File: config.mk
export PLATFORM = sky130hd
export DESIGN_NAME = jtag_tap_ctrl_flat
export DESIGN_NICKNAME = d
export VERILOG_FILES = /design/src/rtl/jtag_tap_ctrl_if.sv /design/src/rtl/jtag_tap_ctrl.sv /design/src/flat_wrapper.sv
export SDC_FILE = /design/constraint.sdc
export NUM_CORES = 1
export LEC_CHECK = 0
export BUFFER_PORTS_ARGS = -buffer_cell sky130_fd_sc_hd__buf_2
export CAP_MARGIN = 20
export CORE_MARGIN = 4
export CORE_UTILIZATION = 45
export CTS_CLUSTER_DIAMETER = 30
export CTS_CLUSTER_SIZE = 16
export DETAILED_ROUTE_END_ITERATION = 10
export GPL_ROUTABILITY_DRIVEN = 0
export PLACE_DENSITY = 0.65
export SYNTH_ARGS = -nofsm -noshare
export SYNTH_HDL_FRONTEND = slang
export SYNTH_SLANG_ARGS = --single-unit
File: constraint.sdc
create_clock -name TCK -period 1.9 [get_ports TCK]
set_input_delay 0.19 -clock TCK [delete_from_list [all_inputs] [get_ports TCK]]
set_output_delay 0.19 -clock TCK [all_outputs]
set_load 0.005 [all_outputs]
File: src/rtl/jtag_tap_ctrl_if.sv
// jtag_tap_ctrl_if
//
// Pin-level bundle between the TAP controller and the rest of the scan chain.
// TCK and TRST are kept outside the bundle as plain ports.
//
//   TMS, TDI        : TAP mode select and serial data in
//   idr_tdo         : serial output of the downstream ID register
//   TDO, TDO_en     : chip-level serial data out and its valid flag
//   CaptureDR,
//   ShiftDR,
//   UpdateDR,
//   tlr_reset       : data-register strobes decoded from the TAP state
//   idr_select,
//   bypass_select   : register selects decoded from the current instruction
//
// modport slave  : the TAP controller side
// modport master : the side driving the pins (board / testbench / ID register)
`timescale 1ns/1ps

interface jtag_tap_ctrl_if;
    logic TMS;
    logic TDI;
    logic idr_tdo;
    logic TDO;
    logic TDO_en;
    logic CaptureDR;
    logic ShiftDR;
    logic UpdateDR;
    logic tlr_reset;
    logic idr_select;
    logic bypass_select;

    modport slave (
        input  TMS, TDI, idr_tdo,
        output TDO, TDO_en, CaptureDR, ShiftDR, UpdateDR, tlr_reset,
               idr_select, bypass_select
    );

    modport master (
        output TMS, TDI, idr_tdo,
        input  TDO, TDO_en, CaptureDR, ShiftDR, UpdateDR, tlr_reset,
               idr_select, bypass_select
    );
endinterface

File: src/rtl/jtag_tap_ctrl.sv
// jtag_tap_ctrl
//
// IEEE 1149.1 TAP controller with a 4-bit instruction register and the 1-bit
// BYPASS register. Tracks the 16-state TAP machine from TMS, decodes the DR
// strobes for the ID register, decodes the instruction into register selects
// and muxes the chip-level TDO.
//
// Ports:
//   TCK   : JTAG clock; state, IR and BYPASS update on posedge, TDO on negedge
//   TRST  : asynchronous active-low TAP reset
//   tap   : jtag_tap_ctrl_if.slave carrying TMS/TDI/idr_tdo in and
//           TDO/TDO_en, the DR strobes and the register selects out
`timescale 1ns/1ps

module jtag_tap_ctrl #(
    parameter int                  IR_WIDTH   = 4,
    parameter logic [IR_WIDTH-1:0] IDCODE_OP  = 4'b0010,
    parameter logic [IR_WIDTH-1:0] BYPASS_OP  = 4'b1111,
    parameter logic [IR_WIDTH-1:0] IR_CAPTURE = 4'b0101
) (
    input  logic           TCK,
    input  logic           TRST,
    jtag_tap_ctrl_if.slave tap
);

    typedef enum logic [3:0] {
        TLR, RTI,
        SEL_DR, CAP_DR, SH_DR, EX1_DR, PAU_DR, EX2_DR, UPD_DR,
        SEL_IR, CAP_IR, SH_IR, EX1_IR, PAU_IR, EX2_IR, UPD_IR
    } tap_state_t;

    tap_state_t          state;
    logic [IR_WIDTH-1:0] ir_sr;
    logic [IR_WIDTH-1:0] instr;
    logic                bypass_reg;
    logic                tdo_q;
    logic                tdo_en_q;
    logic                idr_sel;
    logic                byp_sel;

    // TAP state machine. The DR and IR columns share the same shape, so only
    // SEL_IR (escape to TLR on TMS=1) differs from its DR counterpart.
    always_ff @(posedge TCK or negedge TRST) begin
        if (!TRST) begin
            state <= TLR;
        end else begin
            case (state)
                TLR:    state <= tap.TMS ? TLR    : RTI;
                RTI:    state <= tap.TMS ? SEL_DR : RTI;
                SEL_DR: state <= tap.TMS ? SEL_IR : CAP_DR;
                CAP_DR: state <= tap.TMS ? EX1_DR : SH_DR;
                SH_DR:  state <= tap.TMS ? EX1_DR : SH_DR;
                EX1_DR: state <= tap.TMS ? UPD_DR : PAU_DR;
                PAU_DR: state <= tap.TMS ? EX2_DR : PAU_DR;
                EX2_DR: state <= tap.TMS ? UPD_DR : SH_DR;
                UPD_DR: state <= tap.TMS ? SEL_DR : RTI;
                SEL_IR: state <= tap.TMS ? TLR    : CAP_IR;
                CAP_IR: state <= tap.TMS ? EX1_IR : SH_IR;
                SH_IR:  state <= tap.TMS ? EX1_IR : SH_IR;
                EX1_IR: state <= tap.TMS ? UPD_IR : PAU_IR;
                PAU_IR: state <= tap.TMS ? EX2_IR : PAU_IR;
                EX2_IR: state <= tap.TMS ? UPD_IR : SH_IR;
                UPD_IR: state <= tap.TMS ? SEL_DR : RTI;
                default: state <= TLR;
            endcase
        end
    end

    // Instruction path: ir_sr captures/shifts on the edge leaving CAP_IR/SH_IR,
    // instr commits on the edge leaving UPD_IR. Every edge spent in TLR forces
    // IDCODE so the part always comes out of reset pointing at the ID register.
    always_ff @(posedge TCK or negedge TRST) begin
        if (!TRST) begin
            ir_sr <= IR_CAPTURE;
            instr <= IDCODE_OP;
        end else begin
            case (state)
                CAP_IR: ir_sr <= IR_CAPTURE;
                SH_IR:  ir_sr <= {tap.TDI, ir_sr[IR_WIDTH-1:1]};
                default: ir_sr <= ir_sr;
            endcase
            if (state == TLR) begin
                instr <= IDCODE_OP;
            end else if (state == UPD_IR) begin
                instr <= ir_sr;
            end
        end
    end

    // BYPASS register: cleared on capture, then a single-stage TDI delay.
    always_ff @(posedge TCK or negedge TRST) begin
        if (!TRST) begin
            bypass_reg <= 1'b0;
        end else if (byp_sel) begin
            if (state == CAP_DR) begin
                bypass_reg <= 1'b0;
            end else if (state == SH_DR) begin
                bypass_reg <= tap.TDI;
            end
        end
    end

    // TDO is launched on the falling edge so it is stable for the next
    // rising edge at the downstream device.
    always_ff @(negedge TCK or negedge TRST) begin
        if (!TRST) begin
            tdo_q    <= 1'b0;
            tdo_en_q <= 1'b0;
        end else begin
            case (state)
                SH_IR: begin
                    tdo_q    <= ir_sr[0];
                    tdo_en_q <= 1'b1;
                end
                SH_DR: begin
                    tdo_q    <= idr_sel ? tap.idr_tdo : bypass_reg;
                    tdo_en_q <= 1'b1;
                end
                default: begin
                    tdo_q    <= 1'b0;
                    tdo_en_q <= 1'b0;
                end
            endcase
        end
    end

    // Only IDCODE selects the ID register; BYPASS and every undefined opcode
    // fall through to BYPASS, keeping the two selects one-hot.
    assign idr_sel = (instr == IDCODE_OP);
    assign byp_sel = (instr == BYPASS_OP) || !idr_sel;

    assign tap.CaptureDR     = (state == CAP_DR);
    assign tap.ShiftDR       = (state == SH_DR);
    assign tap.UpdateDR      = (state == UPD_DR);
    assign tap.tlr_reset     = (state == TLR);
    assign tap.idr_select    = idr_sel;
    assign tap.bypass_select = byp_sel;
    assign tap.TDO           = tdo_q;
    assign tap.TDO_en        = tdo_en_q;

endmodule

File: src/flat_wrapper.sv
// flat-port wrapper written by rule: the top's interface ports become plain ports
module jtag_tap_ctrl_flat 
#(
    parameter int                  IR_WIDTH   = 4,
    parameter logic [IR_WIDTH-1:0] IDCODE_OP  = 4'b0010,
    parameter logic [IR_WIDTH-1:0] BYPASS_OP  = 4'b1111,
    parameter logic [IR_WIDTH-1:0] IR_CAPTURE = 4'b0101
)
  (TCK, TRST, tap_TMS, tap_TDI, tap_idr_tdo, tap_TDO, tap_TDO_en, tap_CaptureDR, tap_ShiftDR, tap_UpdateDR, tap_tlr_reset, tap_idr_select, tap_bypass_select);
  jtag_tap_ctrl_if tap_i ();
  input  logic TCK;
  input  logic TRST;
  input wire logic [$bits(tap_i.TMS)-1:0] tap_TMS;
  input wire logic [$bits(tap_i.TDI)-1:0] tap_TDI;
  input wire logic [$bits(tap_i.idr_tdo)-1:0] tap_idr_tdo;
  output wire logic [$bits(tap_i.TDO)-1:0] tap_TDO;
  output wire logic [$bits(tap_i.TDO_en)-1:0] tap_TDO_en;
  output wire logic [$bits(tap_i.CaptureDR)-1:0] tap_CaptureDR;
  output wire logic [$bits(tap_i.ShiftDR)-1:0] tap_ShiftDR;
  output wire logic [$bits(tap_i.UpdateDR)-1:0] tap_UpdateDR;
  output wire logic [$bits(tap_i.tlr_reset)-1:0] tap_tlr_reset;
  output wire logic [$bits(tap_i.idr_select)-1:0] tap_idr_select;
  output wire logic [$bits(tap_i.bypass_select)-1:0] tap_bypass_select;
  assign tap_i.TMS = tap_TMS;
  assign tap_i.TDI = tap_TDI;
  assign tap_i.idr_tdo = tap_idr_tdo;
  assign tap_TDO = tap_i.TDO;
  assign tap_TDO_en = tap_i.TDO_en;
  assign tap_CaptureDR = tap_i.CaptureDR;
  assign tap_ShiftDR = tap_i.ShiftDR;
  assign tap_UpdateDR = tap_i.UpdateDR;
  assign tap_tlr_reset = tap_i.tlr_reset;
  assign tap_idr_select = tap_i.idr_select;
  assign tap_bypass_select = tap_i.bypass_select;
  jtag_tap_ctrl #(.IR_WIDTH(IR_WIDTH), .IDCODE_OP(IDCODE_OP), .BYPASS_OP(BYPASS_OP), .IR_CAPTURE(IR_CAPTURE)) u_core (.TCK(TCK), .TRST(TRST), .tap(tap_i));
endmodule
==> out/qor.txt, run 1 <==
Via density per instance: 5.35
Yosys reg bits: 15
Vias in the first global route: 787
DR iter-0 viols: 13
Fin util: 60.9%
Max Cap Violations: 0
FILL cells: 173
Worst path bufs/invs: 0
Antenna Cells: 0
Initial cell density of the core: 48.7%
Total global routing overflow: 0
Seq/Total Area, Yosys: 44.1%
CP required: 1.09 ns
Syn_area_per_cell: 8.77 um2
Initial antenna violation count: 0
Fraction of registers with async set/reset: 100%
CTS H-tree lvls: 1
Largest net degree at the start of global routing: 20
Die area: 2670 um2
Root Buffer: clkbuf_4
Status: finished with violations
Count of different cell masters after synthesis: 39
Slowest cell on the critical path: dfstp_2
Area of the mapped netlist: 860 um2
Post-synth EDFFs: 0
Worst hold slack: 0.160 ns
Final wirelength: 1910 um
Crit Path Class: reg2reg
Comb power frac: 55.9%
CP Capture Type: flip-flop
VDD IR-drop max: 0.924 mV
Number of synthesis warnings: 0
RSZ-0062 raised after global routing: yes
Fraction of layout cells with a size suffix above 1: 33.3%
Setup-failing EPs final: 4
Most used DFF post-synth: dfrtp_1
Routed WL per cell: 13.2 um
DR DRC count: 0
CTS tree: done
Min-delay worst type: in2reg
Worst hold start: tap_TDI
Skew-Pair Late Insertion Delay: 0.29 ns
Crit path max-delay family: flip-flops
Tot Pwr: 1.69 mW
Area of the core: 1760 um2
Crit-path cells: or4b_4 -> mux2i_1 -> o21ai_1
First-pass GRT wire length: 3350 um
Power Dens Cells: 1570 nW/um2
Cell count after synthesis: 98
Die width: 51.7 um
Sw Share: 40.5%
Fin area: 1070 um2
DPL Wire Length: 1280 um
Largest regs: u_core.instr (4), u_core.ir_sr (4), u_core.state (4)
Crit-path max FO: 2
Final non-filler cell total: 145
Placed Area: 990 um2
Max Slew Vio Count: 0
Worst Setup Start Kind: flip-flop
DRT Pass-1 Iters: 4
Post-route setup slack: -0.439 ns
Place WS: -0.453 ns
Total Neg Setup Slack: -0.497 ns
Critical Path Source: u_core.instr[1]
RR Startpoint: u_core.instr[1]
Port Buffers: 12
Clock sink total: 15
Syn Nets: 103
Worst Skew: 0.0136 ns
Max incr delay on CP: 0.54 ns
Reg clk slew, reported paths: 0.10 ns
Least-Margin Pin Slew: 0.327 ns
Row count: 15
P_leak: 0.493 nW
Pint: 1.00 mW
Clock power share: 10.9%
IO Pins: 13
Final Hold Viols: 0
DRT antenna net count: 0
Via count: 776
Gr usage total: 17.2%
Arr. time, crit path: 1.53 ns
Final net count: 126
Placed Cells: 136
P&R area growth vs syn: 25.0%
CTS Buf Count: 3
Die span in y: 51.7 um
Sequential share of power: 33.2%
R2r setup slk: -0.44 ns
Rel. slew slack: 78.2%
Violated checks: negative setup slack
Clock buffer depth: 2
Psw: 0.682 mW
## metal layers
metal	vias up	track usage [%]	wire [um]	share of wire (%)
li1	394	-	-	-
met4	0	12.7	65	3.4
met1	352	18.7	836	44
met5	-	0	0	0
met3	8	4.01	75	3.9
met2	22	28.8	934	49
## placed cells by master, fill, tap and decap left out, types with 3 or more instances in the layout
| master | instances |
|---|---|
| buf_4 | 14 |
| buf_2 | 12 |
| o21ai_0 | 9 |
| dfrtp_1 | 9 |
| nand2_1 | 8 |
| nor2_1 | 7 |
| a21oi_1 | 7 |
| inv_1 | 6 |
| o22ai_1 | 4 |
| clkbuf_4 | 3 |
| dfstp_2 | 3 |
## layout make-up
type	instances	area, um2	share of cell area [%]
clock buffer	3	22.5	2.10
clock inverter	1	5.00	0.466
inverter	6	22.5	2.10
multi-input combinational	67	427	39.7
sequential	15	380	35.4
tap	25	31.3	2.91
timing repair buffer	28	186	17.3
## repair_timing
action                                 in CTS  in global routing
gates resized for setup                     3                  1
pin swaps                                   1                  0
endpoints found under the hold margin      10                  0
setup buffers                               3                  1
setup endpoints to repair                   4                  4
hold buffers                                1                  0
## logic make-up after synthesis
group	Yosys count	share of synthesized area, %
multiplexers	1	1.16
AND/OR/NAND/NOR	34	23.4
AO/OA/AOI/OAI	32	22.7
flip-flops	15	44.1
buffers and inverters	16	8.59
## final timing paths
path / to / depth (start not counted)
worst max-delay path: u_core.tap.TDO / 3
worst min-delay path: u_core.bypass_reg / 2
worst max register to register: u_core.tap.TDO / 3
worst min register to register: u_core.ir_sr[2] / 2
max in group asynchronous: u_core.tap.TDO_en / 2
min in group asynchronous: u_core.instr[3] / 2
## power groups by stage
| stage | sequential, mW | combinational (mW) | clock [mW] |
|---|---|---|---|
| final | 0.559 | 0.942 | 0.183 |
| after global routing | 0.579 | 1.05 | 0.213 |
| after CTS | 0.556 | 0.926 | 0.188 |
| after detailed placement | 0.551 | 0.855 | 0 |
| after global placement | 0.543 | 0.838 | 0 |
| after floorplan | 0.533 | 0.649 | 0 |
## cell usage after synthesis (2+ instances only)
| library cell | instances | share of area, % |
|---|---|---|
| o211ai_1 | 2 | 1.7 |
| dfrtn_1 | 2 | 5.8 |
| nor3b_1 | 2 | 1.7 |
| clkbuf_1 | 4 | 1.7 |
| nor2b_1 | 2 | 1.5 |
| o21ai_0 | 9 | 5.2 |
| nand4_1 | 2 | 1.5 |
| dfrtp_1 | 10 | 29 |
| o22ai_1 | 4 | 2.9 |
| o21ai_1 | 2 | 1.2 |
| nand2_1 | 8 | 3.5 |
| buf_2 | 5 | 2.9 |
| a21oi_1 | 7 | 4.1 |
| inv_1 | 6 | 2.6 |
| dfstp_2 | 3 | 9.2 |
| nor2_1 | 7 | 3.1 |
(Power assumes the default switching activity.)
==> run 2, diff against run 1 <==
==> constraint.sdc (replaced) <==
create_clock -name TCK -period 1.9 [get_ports TCK]
set_input_delay 0.38 -clock TCK [delete_from_list [all_inputs] [get_ports TCK]]
set_output_delay 0.38 -clock TCK [all_outputs]
set_load 0.005 [all_outputs]
==> out/qor.txt, run 2 (synthesized netlist as in run 1, its figures left out) <==
Status: finished with violations
Violated checks: negative setup slack
FILL cells: 171 (-1.2%)
Min-delay worst type: in2reg
Via count: 802 (+3.4%)
Total Neg Setup Slack: -0.907 ns (-0.410 ns)
Die span in y: 51.7 um (unchanged)
R2r setup slk: -0.42 ns (+0.02 ns)
Least-Margin Pin Slew: 0.252 ns (-0.0750 ns)
Routed WL per cell: 12.9 um (-1.9%)
Critical Path Source: u_core.instr[1]
DPL Wire Length: 1300 um (+2.0%)
Worst Skew: 0.00514 ns (-0.00850 ns)
Setup-failing EPs final: 6 (+2)
VDD IR-drop max: 0.694 mV (-25%)
Die width: 51.7 um (unchanged)
Initial cell density of the core: 48.7% (unchanged)
Via density per instance: 5.57 (+4.1%)
RR Startpoint: u_core.instr[1]
Skew-Pair Late Insertion Delay: 0.28 ns (about the same)
Row count: 15 (unchanged)
Critical R2R Capture: u_core.tap.TDO
Sequential share of power: 33.3% (about the same)
Port Buffers: 12 (unchanged)
Arr. time, crit path: 1.50 ns (-0.03 ns)
Rel. slew slack: 83.1% (+4.9 points)
Commonest non-fill, non-tap cell in the layout: buf_4
Largest regs: u_core.instr (4), u_core.ir_sr (4), u_core.state (4)
Worst Setup Start Kind: flip-flop
First-pass GRT wire length: 3460 um (+3.3%)
CTS tree: done
Most frequent cells in the layout: buf_4, buf_2, dfrtp_1
DR iter-0 viols: 23 (+10)
Largest net degree at the start of global routing: 20 (unchanged)
Max Slew Vio Count: 0 (unchanged)
CP required: 1.08 ns (about the same)
Crit-path max FO: 2 (unchanged)
Crit Path Class: reg2reg
Vias in the first global route: 788 (+0.13%)
RSZ-0062 raised after global routing: yes
Total global routing overflow: 0 (unchanged)
Post-route setup slack: -0.420 ns (+0.0190 ns)
DR DRC count: 0 (unchanged)
Comb power frac: 55.9% (about the same)
IO Pins: 13 (unchanged)
Antenna Cells: 0 (unchanged)
Sw Share: 40.4% (-0.055 points)
P&R area growth vs syn: 24.6%
Area taken by flip-flops and latches: 379 um2 (-0.33%)
Final wirelength: 1860 um (-2.6%)
CP Capture Type: flip-flop
Reg clk slew, reported paths: 0.09 ns (about the same)
Clock buffer depth: 2 (unchanged)
Power Dens Cells: 1540 nW/um2 (-1.5%)
Worst hold slack: 0.370 ns (+0.210 ns)
Area of the core: 1760 um2 (unchanged)
DRT antenna net count: 0 (unchanged)
Die area: 2670 um2 (unchanged)
Final non-filler cell total: 144 (-0.69%)
Worst R2R Path Depth: 3 (unchanged)
Worst Setup EP: u_core.tap.TDO
Initial antenna violation count: 0 (unchanged)
Clock power share: 10.8% (about the same)
Multi-input gate area: 433 um2 (+1.5%)
DRT Pass-1 Iters: 4 (unchanged)
CTS Buf Count: 3 (unchanged)
Placed Cells: 137 (+0.74%)
Pint: 0.986 mW (-1.7%)
Psw: 0.669 mW (-1.9%)
P_leak: 0.485 nW (-1.6%)
Clock sink total: 15 (unchanged)
Final Hold Viols: 0 (unchanged)
Root Buffer: clkbuf_4
Final net count: 125 (-0.79%)
CTS H-tree lvls: 1 (unchanged)
Max Cap Violations: 0 (unchanged)
Fraction of layout cells with a size suffix above 1: 31.9% (-1.4 points)
Gr usage total: 17.2% (about the same)
## run 2: power by group through the flow
stage / clock network [mW] / registers, mW / logic (mW)
after CTS: 0.185 / 0.547 / 0.900
after global routing: 0.196 / 0.563 / 1.06
final: 0.179 / 0.550 / 0.926
after floorplan: 0 / 0.533 / 0.649
after detailed placement: 0 / 0.541 / 0.868
after global placement: 0 / 0.538 / 0.850
## run 2: through the flow
stage	setup slack (ns)	cell area (um2)	util [%]	total power, mW
2_1_floorplan	-0.473	886	-	1.18
3_3_place_gp	-0.417	997	56.5	1.39
3_5_place_dp	-0.449	997	56.5	1.41
4_1_cts	-0.419	1050	59.7	1.63
5_1_grt	-0.493	1070	60.7	1.81
6_report	-0.420	1070	60.7	1.65
## run 2: area by class of cell
class | instances | area share [%]
Inverter | 6 | 2.10
Multi-Input combinational cell | 67 | 40.4
Sequential cell | 15 | 35.4
Timing Repair Buffer | 27 | 16.7
Clock buffer | 4 | 2.45
Tap cell | 25 | 2.92
## run 2: worst min path at each step
stage	start	end	depth (start not counted)
floorplan	TRST	u_core.bypass_reg	0
global placement	TRST	u_core.bypass_reg	1
detailed placement	TRST	u_core.bypass_reg	1
CTS	tap_TDI	u_core.bypass_reg	2
global route	tap_TDI	u_core.bypass_reg	2
finish	tap_TDI	u_core.bypass_reg	2
## run 2: routing by layer
| metal | part of all wire, % | track usage [%] | vias up |
|---|---|---|---|
| met4 | 1.7 | 8.30 | 0 |
| met3 | 4.4 | 3.15 | 4 |
| li1 | - | - | 395 |
| met1 | 43 | 20.2 | 381 |
| met5 | 0 | 0 | - |
| met2 | 51 | 29.9 | 22 |
## run 2: repair_timing
| item | in CTS | in global routing |
|---|---|---|
| endpoints found under the hold margin | 3 | 0 |
| hold buffers | 1 | 0 |
| cloned | 0 | 0 |
| endpoints found under the setup margin | 6 | 7 |
| resized for setup | 2 | 2 |
| pin swaps | 1 | 0 |
| buffers inserted | 1 | 1 |
## run 2: worst max-delay path, cell delays in order (launching register included)
cell,delay (ns)
dfstp_2,0.53
or4b_4,0.47
mux2i_1,0.16
o21ai_1,0.07
==> run 3, diff against run 2 <==
--- a/config.mk
+++ b/config.mk
@@ -13,6 +13,7 @@
 export CTS_CLUSTER_SIZE = 16
 export DETAILED_ROUTE_END_ITERATION = 10
 export GPL_ROUTABILITY_DRIVEN = 0
+export HOLD_SLACK_MARGIN = 0.15
 export PLACE_DENSITY = 0.65
 export SYNTH_ARGS = -nofsm -noshare
 export SYNTH_HDL_FRONTEND = slang
==> constraint.sdc (replaced) <==
create_clock -name TCK -period 2.4 [get_ports TCK]
set_input_delay 0.48 -clock TCK [delete_from_list [all_inputs] [get_ports TCK]]
set_output_delay 0.48 -clock TCK [all_outputs]
set_load 0.005 [all_outputs]
==> out/qor.txt, run 3 (synthesized netlist as in run 1, its figures left out) <==
Rel. slew slack: 78.1% (-5.1 points)
Final wirelength: 1800 um (-3.2%)
Total Neg Setup Slack: -0.343 ns (+0.564 ns)
Crit-path max FO: 2 (unchanged)
Clock power share: 11.5% (+0.7 points)
Antenna Cells: 0 (unchanged)
Skew-Pair Late Insertion Delay: 0.29 ns (about the same)
Psw: 0.507 mW (-24%)
DR DRC count: 0 (unchanged)
Die span in y: 51.7 um (unchanged)
Final net count: 122 (-2.4%)
First-pass GRT wire length: 3150 um (-9.2%)
Root Buffer: clkbuf_4
Slowest cell on the critical path: dfstp_2
Die width: 51.7 um (unchanged)
DRT Pass-1 Iters: 4 (unchanged)
CP required: 1.34 ns (+0.26 ns)
Clock sink total: 15 (unchanged)
Largest net degree at the start of global routing: 25 (+25%)
Comb power frac: 53.2% (-2.7 points)
Via count: 766 (-4.5%)
DR iter-0 viols: 14 (-39%)
Pint: 0.741 mW (-25%)
P_leak: 0.464 nW (-4.3%)
Fraction of layout cells with a size suffix above 1: 29.3% (-2.6 points)
Final Hold Viols: 0 (unchanged)
Max Cap Violations: 0 (unchanged)
Sw Share: 40.6% (+0.21 points)
DRT antenna net count: 0 (unchanged)
Via density per instance: 5.43 (-2.5%)
Tot Pwr: 1.25 mW (-25%)
Sequential share of power: 35.3% (+2.0 points)
CTS H-tree lvls: 1 (unchanged)
Setup-failing EPs final: 3 (-3)
Crit Path Class: reg2reg
Total global routing overflow: 0 (unchanged)
Violated checks: negative setup slack
Max Slew Vio Count: 0 (unchanged)
CTS tree: done
Status: finished with violations
P&R area growth vs syn: 19.1%
Placed Area: 967 um2 (-3.0%)
Worst Skew: 0.00662 ns (+0.00148 ns)
Arr. time, crit path: 1.56 ns (+0.06 ns)
Initial antenna violation count: 0 (unchanged)
Gr usage total: 16.0% (-1.2 points)
Power Dens Cells: 1220 nW/um2 (-21%)
RSZ-0062 raised after global routing: yes
Crit-path cells: or4b_4 -> mux2i_1 -> o21ai_1
CP Capture Type: flip-flop
DPL Wire Length: 1340 um (+2.9%)
Fin area: 1020 um2 (-4.4%)
VDD IR-drop max: 0.461 mV (-34%)
CTS Buf Count: 3 (unchanged)
Commonest non-fill, non-tap cell in the layout: buf_2
Min-delay worst type: in2reg
Vias in the first global route: 729 (-7.5%)
Max incr delay on CP: 0.54 ns (about the same)
Most frequent cells in the layout: buf_2, buf_4, dfrtp_1
Post-route setup slack: -0.217 ns (+0.203 ns)
Die area: 2670 um2 (unchanged)
Largest regs: u_core.instr (4), u_core.ir_sr (4), u_core.state (4)
Least-Margin Pin Slew: 0.328 ns (+0.0760 ns)
Worst Setup Start Kind: flip-flop
Row count: 15 (unchanged)
Port Buffers: 12 (unchanged)
Clock buffer depth: 2 (unchanged)
Area of the core: 1760 um2 (unchanged)
Initial cell density of the core: 48.7% (unchanged)
IO Pins: 13 (unchanged)
Reg clk slew, reported paths: 0.09 ns (about the same)
Routed WL per cell: 12.8 um (-1.1%)
Place WS: -0.253 ns (+0.196 ns)
run 3: critical path, delay by kind of cell, from the launching register on:
family          cells  cell delay (ns)
compound gates      1             0.07
flops               1             0.54
simple gates        1             0.46
mux                 1             0.20
run 3: final cells by class:
| cell class | count | area (um2) |
|---|---|---|
| Sequential cell | 15 | 379 |
| Tap cell | 25 | 31.3 |
| Fill cell | 181 | 741 |
| Inverter | 6 | 22.5 |
| Timing Repair Buffer | 24 | 153 |
| Clock inverter | 1 | 5.00 |
| Clock buffer | 3 | 22.5 |
| Multi-Input combinational cell | 67 | 410 |
run 3: final timing paths:
path,start,to,slack [ns],depth (start not counted)
min in group asynchronous,TRST,u_core.instr[3],0.62,2
min,tap_TDI,u_core.bypass_reg,0.46,2
max in group asynchronous,TRST,u_core.tap.TDO_en,0.42,2
max,u_core.instr[1],u_core.tap.TDO,-0.22,3
max reg2reg,u_core.instr[1],u_core.tap.TDO,-0.22,3
min reg2reg,u_core.ir_sr[2],u_core.ir_sr[2],0.50,2
run 3: metrics by stage:
step | hold WS, ns | cells | util, %
finish | 0.456 | 141 | 58.0
global route | 0.457 | 141 | 58.0
CTS | 0.453 | 141 | 58.0
detailed placement | 0.394 | 134 | 54.8
global placement | 0.393 | 134 | 54.8
floorplan | 0.184 | 98 | -
run 3: power groups by stage:
stage | combinational, mW | clock (mW) | sequential [mW]
final | 0.664 | 0.144 | 0.440
after global routing | 0.748 | 0.161 | 0.456
after CTS | 0.668 | 0.148 | 0.439
after detailed placement | 0.638 | 0 | 0.444
after global placement | 0.619 | 0 | 0.439
after floorplan | 0.479 | 0 | 0.415
run 3: timing repair:
action,in CTS,in global routing
buffers inserted,2,0
resized for setup,1,0
endpoints found under the hold margin,10,0
endpoints found under the setup margin,3,3
hold buffers,1,0
gates cloned,0,0
run 3: routing by layer:
layer	share of wire [%]	GRT usage (%)	wire, um
met2	50	27.5	904
met3	2.2	1.72	39
met4	4.4	12.2	79
met5	0	0	0
met1	43	18.0	778
